==> src/rtl/gnn_pkg.sv <==
// gnn_pkg: shared definitions for the GNN activation pipeline.
//   - default activation width and batch geometry
//   - drain FSM state type
//   - flat_idx(): position of element (node, feat) in a flattened batch
package gnn_pkg;

  localparam int unsigned GnnDataW    = 21;
  localparam int unsigned GnnNumNodes = 4;
  localparam int unsigned GnnNumFeat  = 4;

  typedef enum logic [1:0] {
    StIdle,
    StSend,
    StDone
  } drain_state_e;

  // Element (node, feat) lives at slice node*num_feat+feat; element 0 is in the LSBs.
  function automatic int unsigned flat_idx(input int unsigned node, input int unsigned feat,
                                           input int unsigned num_feat);
    return node * num_feat + feat;
  endfunction

endpackage

==> src/rtl/gnn_relu_drain_if.sv <==
// gnn_relu_drain_if: activation-buffer write port (valid/ready).
//   wr_valid  master->slave  beat valid
//   wr_ready  slave->master  sink accepts the beat
//   wr_addr   master->slave  beat address
//   wr_data   master->slave  beat data, signed
interface gnn_relu_drain_if #(
  parameter int unsigned ADDR_W = 8,
  parameter int unsigned DATA_W = gnn_pkg::GnnDataW
);

  logic                     wr_valid;
  logic                     wr_ready;
  logic        [ADDR_W-1:0] wr_addr;
  logic signed [DATA_W-1:0] wr_data;

  modport master (
    output wr_valid,
    output wr_addr,
    output wr_data,
    input  wr_ready
  );

  modport slave (
    input  wr_valid,
    input  wr_addr,
    input  wr_data,
    output wr_ready
  );

endinterface

==> src/rtl/gnn_relu_drain.sv <==
// gnn_relu_drain: consumer end of the ReLU stage handshake.
// Captures a NUM_NODES x NUM_FEAT activation batch on the rising edge of relu_ready_in and
// streams it, one element per accepted beat, to the activation-buffer write port.
//   clk, rst       clock; synchronous active-high reset
//   relu_ready_in  ReLU outputs valid (level); a rising edge is a new batch
//   in_data        flat batch, element 0 in the LSBs
//   base_addr      destination address of element 0, sampled at capture
//   wr             write port (master side)
//   busy           a batch is held or streaming
//   done           one-cycle pulse after the last beat is accepted
//   nz_count       non-zero elements in the last completed batch
//   overrun        sticky; a batch arrived while busy
module gnn_relu_drain
  import gnn_pkg::*;
#(
  parameter int unsigned DATA_W    = GnnDataW,
  parameter int unsigned NUM_NODES = GnnNumNodes,
  parameter int unsigned NUM_FEAT  = GnnNumFeat,
  parameter int unsigned ADDR_W    = 8
) (
  input  logic                                  clk,
  input  logic                                  rst,
  input  logic                                  relu_ready_in,
  input  logic [NUM_NODES*NUM_FEAT*DATA_W-1:0] in_data,
  input  logic [ADDR_W-1:0]                     base_addr,
  gnn_relu_drain_if.master                      wr,
  output logic                                  busy,
  output logic                                  done,
  output logic [4:0]                            nz_count,
  output logic                                  overrun
);

  localparam int unsigned NumElem = NUM_NODES * NUM_FEAT;
  localparam int unsigned IdxW    = (NumElem > 1) ? $clog2(NumElem) : 1;
  localparam logic [IdxW-1:0] LastIdx = IdxW'(NumElem - 1);

  drain_state_e r_state;
  drain_state_e w_state_next;

  logic                     r_rdy;
  logic signed [DATA_W-1:0] r_hold [NumElem];
  logic        [ADDR_W-1:0] r_base;
  logic        [IdxW-1:0]   r_idx;
  logic        [4:0]        r_nz_run;
  logic        [4:0]        r_nz_count;
  logic                     r_overrun;

  logic                     w_capture;
  logic                     w_valid;
  logic                     w_fire;
  logic                     w_last;
  logic                     w_nonzero;
  logic        [4:0]        w_nz_next;
  logic signed [DATA_W-1:0] w_cur_data;

  assign w_capture  = relu_ready_in & ~r_rdy;
  assign w_cur_data = r_hold[r_idx];
  assign w_fire     = w_valid & wr.wr_ready;
  assign w_last     = (r_idx == LastIdx);
  assign w_nonzero  = |w_cur_data;
  assign w_nz_next  = r_nz_run + 5'(w_nonzero);

  // Address and data are forced to zero outside SEND so every output is 0 out of reset,
  // before the hold registers have ever been loaded.
  assign wr.wr_valid = w_valid;
  assign wr.wr_addr  = w_valid ? (r_base + ADDR_W'(r_idx)) : '0;
  assign wr.wr_data  = w_valid ? w_cur_data : '0;

  assign nz_count = r_nz_count;
  assign overrun  = r_overrun;

  always_ff @(posedge clk) begin
    if (rst) begin
      r_state <= StIdle;
    end else begin
      r_state <= w_state_next;
    end
  end

  always_comb begin
    w_state_next = r_state;
    w_valid      = 1'b0;
    busy         = 1'b0;
    done         = 1'b0;
    unique case (r_state)
      StIdle: begin
        if (w_capture) begin
          w_state_next = StSend;
        end
      end
      StSend: begin
        w_valid = 1'b1;
        busy    = 1'b1;
        if (w_fire && w_last) begin
          w_state_next = StDone;
        end
      end
      StDone: begin
        done         = 1'b1;
        busy         = 1'b1;
        w_state_next = StIdle;
      end
      default: begin
        w_state_next = StIdle;
      end
    endcase
  end

  // Control and counters. rdy_q resets high so a level already present at reset release
  // is not mistaken for a new batch.
  always_ff @(posedge clk) begin
    if (rst) begin
      r_rdy      <= 1'b1;
      r_base     <= '0;
      r_idx      <= '0;
      r_nz_run   <= '0;
      r_nz_count <= '0;
      r_overrun  <= 1'b0;
    end else begin
      r_rdy <= relu_ready_in;
      if (w_capture) begin
        if (r_state == StIdle) begin
          r_base   <= base_addr;
          r_idx    <= '0;
          r_nz_run <= '0;
        end else begin
          r_overrun <= 1'b1;
        end
      end
      if (w_fire) begin
        r_idx    <= w_last ? '0 : r_idx + 1'b1;
        r_nz_run <= w_nz_next;
        // Publish on the final accept so the new count is visible alongside done.
        if (w_last) begin
          r_nz_count <= w_nz_next;
        end
      end
    end
  end

  // Hold registers carry no reset; they are only read while streaming a captured batch.
  always_ff @(posedge clk) begin
    if ((r_state == StIdle) && w_capture) begin
      for (int unsigned n = 0; n < NUM_NODES; n++) begin
        for (int unsigned f = 0; f < NUM_FEAT; f++) begin
          r_hold[IdxW'(flat_idx(n, f, NUM_FEAT))] <=
            in_data[flat_idx(n, f, NUM_FEAT)*DATA_W +: DATA_W];
        end
      end
    end
  end

endmodule
==> src/flat_wrapper.sv <==
// flat-port wrapper written by rule: the top's interface ports become plain ports
module gnn_relu_drain_flat import gnn_pkg::*;
#(
  parameter int unsigned DATA_W    = GnnDataW,
  parameter int unsigned NUM_NODES = GnnNumNodes,
  parameter int unsigned NUM_FEAT  = GnnNumFeat,
  parameter int unsigned ADDR_W    = 8
)
  (clk, rst, relu_ready_in, in_data, base_addr, busy, done, nz_count, overrun, wr_wr_valid, wr_wr_addr, wr_wr_data, wr_wr_ready);
  gnn_relu_drain_if #(.ADDR_W(ADDR_W), .DATA_W(DATA_W)) wr_i ();
  input  logic clk;
  input  logic rst;
  input  logic relu_ready_in;
  input  logic [NUM_NODES*NUM_FEAT*DATA_W-1:0] in_data;
  input  logic [ADDR_W-1:0] base_addr;
  output logic busy;
  output logic done;
  output logic [4:0] nz_count;
  output logic overrun;
  output wire logic [$bits(wr_i.wr_valid)-1:0] wr_wr_valid;
  output wire logic [$bits(wr_i.wr_addr)-1:0] wr_wr_addr;
  output wire logic [$bits(wr_i.wr_data)-1:0] wr_wr_data;
  input wire logic [$bits(wr_i.wr_ready)-1:0] wr_wr_ready;
  assign wr_wr_valid = wr_i.wr_valid;
  assign wr_wr_addr = wr_i.wr_addr;
  assign wr_wr_data = wr_i.wr_data;
  assign wr_i.wr_ready = wr_wr_ready;
  gnn_relu_drain #(.DATA_W(DATA_W), .NUM_NODES(NUM_NODES), .NUM_FEAT(NUM_FEAT), .ADDR_W(ADDR_W)) u_core (.clk(clk), .rst(rst), .relu_ready_in(relu_ready_in), .in_data(in_data), .base_addr(base_addr), .wr(wr_i), .busy(busy), .done(done), .nz_count(nz_count), .overrun(overrun));
endmodule
==> config.mk <==
export PLATFORM = sky130hd
export DESIGN_NAME = gnn_relu_drain_flat
export DESIGN_NICKNAME = d
export VERILOG_FILES = /design/src/rtl/gnn_pkg.sv /design/src/rtl/gnn_relu_drain_if.sv /design/src/rtl/gnn_relu_drain.sv /design/src/flat_wrapper.sv
export SDC_FILE = /design/constraint.sdc
export NUM_CORES = 1
export LEC_CHECK = 0
export ABC_CLOCK_PERIOD_IN_PS = 27900
export CORE_ASPECT_RATIO = 1.1
export CORE_MARGIN = 1.5
export CORE_UTILIZATION = 52
export DETAILED_ROUTE_END_ITERATION = 10
export GPL_ROUTABILITY_DRIVEN = 0
export GPL_TIMING_DRIVEN = 0
export PLACE_DENSITY_LB_ADDON = 0.1
export SYNTH_ARGS = -nofsm -noshare
export SYNTH_HDL_FRONTEND = slang
export SYNTH_SLANG_ARGS = --single-unit
==> constraint.sdc <==
create_clock -name clk -period 27.9 [get_ports clk]
set_input_delay 4.185 -clock clk [delete_from_list [all_inputs] [get_ports clk]]
set_output_delay 4.185 -clock clk [all_outputs]
set_load 0.01 [all_outputs]
==> results.py <==
metrics = {
    "status": {
        "status": "complete, no violations",
    },
    "pwr": {
        "power_frac_seq": 0.516,
        "clkPwrFrac": 0.413,
        "vdd_ir_drop_max_uv": 44.55,
        "cellLeakagePower_nw": 6.477,
        "p_sw_w": 0.0002341,
        "power_density_nw_per_um2": 60.74,
        "combPwrFrac": 0.071,
        "switching_share": 0.1944,
        "internal_power_w": 0.0009698,
    },
    "routing": {
        "drtIter0Drc": 718,
        "dr.pass1.iters": 5,
        "num_vias": 8229,
        "wl_per_cell_um": 23.41,
        "drc": 0,
        "drt-total-wl_mm": 35.46,
        "ant_nets": 0,
        "vias_per_cell": 5.432,
    },
    "yosys": {
        "synth-edff-count": 336,
        "syn-instance-count": 692,
        "avgSynthCellArea_um2": 20.50,
        "syn-num-nets": 1051,
        "synth_area_leader_cell": "edfxtp_1",
        "synth.distinct_cells": 42,
        "synth_top_area_frac": 0.7112,
        "synth_most_common_cell": "edfxtp_1",
        "postSynth.asyncResetShare": 0,
        "syn_area_um2": 14190,
        "synth_area_leaders": "edfxtp_1 71%, mux4_2 14%, dfxtp_1 4.2%, a22oi_1 1.4%, and2_1 1.2%",
        "ys_seq_elements": 366,
        "yosysSeqAreaShare": 0.7536,
        "synthFlopType": "edfxtp_1",
        "synth_common_cells": "336 x edfxtp_1, 89 x mux4_2, 40 x nand2_1, 30 x dfxtp_1, 28 x and2_1",
        "yosys_warnings": 0,
    },
    "clocking": {
        "cts_tree": "done",
        "cts.reportedPaths.clkPinSlew_ns": 0.06,
        "clock-root-buffer": "clkbuf_16",
        "clock-sinks": 366,
        "cts_inserted_buffers": 38,
        "cts_max_level": 2,
        "clkLatencyLatePin_ns": 0.52,
        "cts_hold_buf": 0,
        "cts_setup_buffers": 0,
        "clockBufferDepth": 3,
        "cts_resized": 0,
    },
    "critical_path": {
        "worst_setup_path_end_kind": "primary output",
        "critPathBufInv": 3,
        "critPathCapture": "wr_wr_data[0]",
        "ff2ff_setup_slack_ns": 23.43,
        "cp_top_family": "buffers and inverters",
        "cp.required_ns": 23.72,
        "cp.depth": 6,
        "crit_chain": "clkbuf_1 > clkbuf_1 > mux4_2 > mux4_2 > and2_1 > clkdlybuf4s50_1",
        "worstPathMaxFanout": 10,
        "start_kind": "register",
        "critPathArrivalTime_ns": 3.87,
        "slowest_stage": "clkbuf_1",
        "max_stage_delay_ns": 0.69,
        "r2r_end": "u_core.r_nz_run[4]$_SDFFE_PP0P_",
        "crit_type": "register to primary output",
        "reg2regPathDepth": 13,
    },
    "cells_and_area": {
        "final-seq-area_um2": 10690,
        "syn2layout_area_growth_pct": 39.71,
        "multiInputGateArea_um2": 3269,
        "drive_above_1_share": 0.1446,
        "fill_cells": 1666,
        "nets": 1478,
    },
    "sta": {
        "whs_ns": 0.4622,
        "finalSetupViolCount": 0,
        "slew_headroom": 0.3938,
        "setup-tns-final_ns": 0,
        "skew_ns": 0.007933,
        "tightest_slew_ns": 0.9093,
        "grt_setup_unrepaired": "false",
        "fmax_mhz": 124.1,
        "finalHoldViolations": 0,
        "period_share": 0.2887,
        "finalCriticalPeriod_ns": 8.055,
        "slew_violations": 0,
    },
    "global_routing": {
        "grt_pass1_vias": 8827,
        "grt_max_degree": 113,
        "grt_usage": 0.2530,
        "antenna_found_initial": 11,
        "grt_pass1_wl_mm": 51.61,
        "grt_remaining_overflow": 0,
    },
    "floorplan": {
        "num_rows": 63,
        "pin_count": 386,
        "start_util": 0.5278,
        "core_um2": 26880,
        "die_height_um": 176.2,
        "die_width_um": 160.5,
        "die-area_um2": 28280,
    },
    "min_path": {
        "hold_path.class": "register to register",
    },
    "placement": {
        "numPortBuffers": 384,
        "dpl.hpwl_mm": 25.84,
    },
    "run": {
        "drv_cap": 0,
    },
}
[worst min-delay path by stage]
stage | from | endpoint | slack, ns | cells past startpoint
after floorplan | u_core.r_base[0]$_SDFFE_PP0P_ | u_core.r_base[0]$_SDFFE_PP0P_ | 0.44 | 2
after global placement | u_core.r_base[2]$_SDFFE_PP0P_ | u_core.r_base[2]$_SDFFE_PP0P_ | 0.45 | 2
after detailed placement | u_core.r_base[2]$_SDFFE_PP0P_ | u_core.r_base[2]$_SDFFE_PP0P_ | 0.46 | 2
after CTS | u_core.r_base[2]$_SDFFE_PP0P_ | u_core.r_base[2]$_SDFFE_PP0P_ | 0.47 | 2
after global routing | u_core.r_base[2]$_SDFFE_PP0P_ | u_core.r_base[2]$_SDFFE_PP0P_ | 0.49 | 2
final | u_core.r_base[2]$_SDFFE_PP0P_ | u_core.r_base[2]$_SDFFE_PP0P_ | 0.46 | 2
[cell type report]
class	count	area share
antenna	10	0.001263
buffer	33	0.01067
clock buffer	48	0.05309
clock inverter	21	0.008965
inverter	4	0.001010
multi-input combinational	289	0.1650
sequential	366	0.5394
tap	357	0.02254
timing repair buffer	387	0.1981
[cells by family after synthesis]
group	Yosys count	share of synthesized area
adders and majority gates	11	0.01023
DFF	366	0.7536
xor gates and xnor gates	7	0.004322
AOI/OAI and AO/OA	64	0.02981
muxes	94	0.1472
and+or+nand+nor	113	0.03890
buffers and inverters	37	0.01596
[stage by stage]
stage / power [W] / instances / utilization / instance area, um2 / setup slack [ns]
global placement: 0.0007229 / 1433 / 0.6874 / 18480 / 10.66
finish: 0.001204 / 1515 / 0.7373 / 19820 / 19.85
global route: 0.001239 / 1514 / 0.7372 / 19820 / 19.77
floorplan: 0.0006621 / 692 / - / 14190 / 14.44
detailed placement: 0.0007183 / 1436 / 0.6906 / 18560 / 20.43
CTS: 0.001213 / 1505 / 0.7364 / 19790 / 19.83
[per-layer routing]
metal / share of wire / vias to the layer above / GRT usage / wire length, um
met5: 0.00037 / - / 0 / 13
met4: 0.033 / 2 / 0.1044 / 1174
met3: 0.088 / 65 / 0.07259 / 3114
met2: 0.53 / 375 / 0.4351 / 18690
met1: 0.35 / 4081 / 0.3007 / 12470
li1: - / 3706 / - / -
[registers in the layout (all words and copies together) (netlist names), named ones only]
register / cells
u_core.r_hold: 336
u_core.r_state: 2
u_core.overrun: 1
u_core.nz_count: 5
u_core.r_nz_run: 5
u_core.r_rdy: 1
u_core.r_idx: 4
u_core.r_base: 8
[power groups by stage]
stage	clock network [W]	logic, W	registers (W)
final	0.000498	0.0000853	0.000621
after global routing	0.000526	0.0000905	0.000622
after CTS	0.000506	0.0000861	0.000621
after detailed placement	0	0.0000856	0.000633
after global placement	0	0.0000831	0.000640
after floorplan	0	0.0000252	0.000637
[placed cells by master, fill, tap and decap left out, drive strengths merged, types with 3 or more instances in the layout]
cell type and n:
nor2b 5, nor2 21, and2 29, clkbuf 65
a21oi 18, a22oi 28, ha 10, buf 19
dfxtp 30, xnor2 4, diode 10, o21ai 7
a211oi 4, nand3 8, nand2 40, mux4 91
inv 3, clkinv 17, edfxtp 336, xor2 3
clkdlybuf4s50 384, bufinv 3, or4 3
[worst min-delay path, cell delays in order (launching register included)]
cell and delay [ns]:
dfxtp_1 0.31, nand2_1 0.05, a21oi_1 0.05
(Power assumes the default switching activity.)
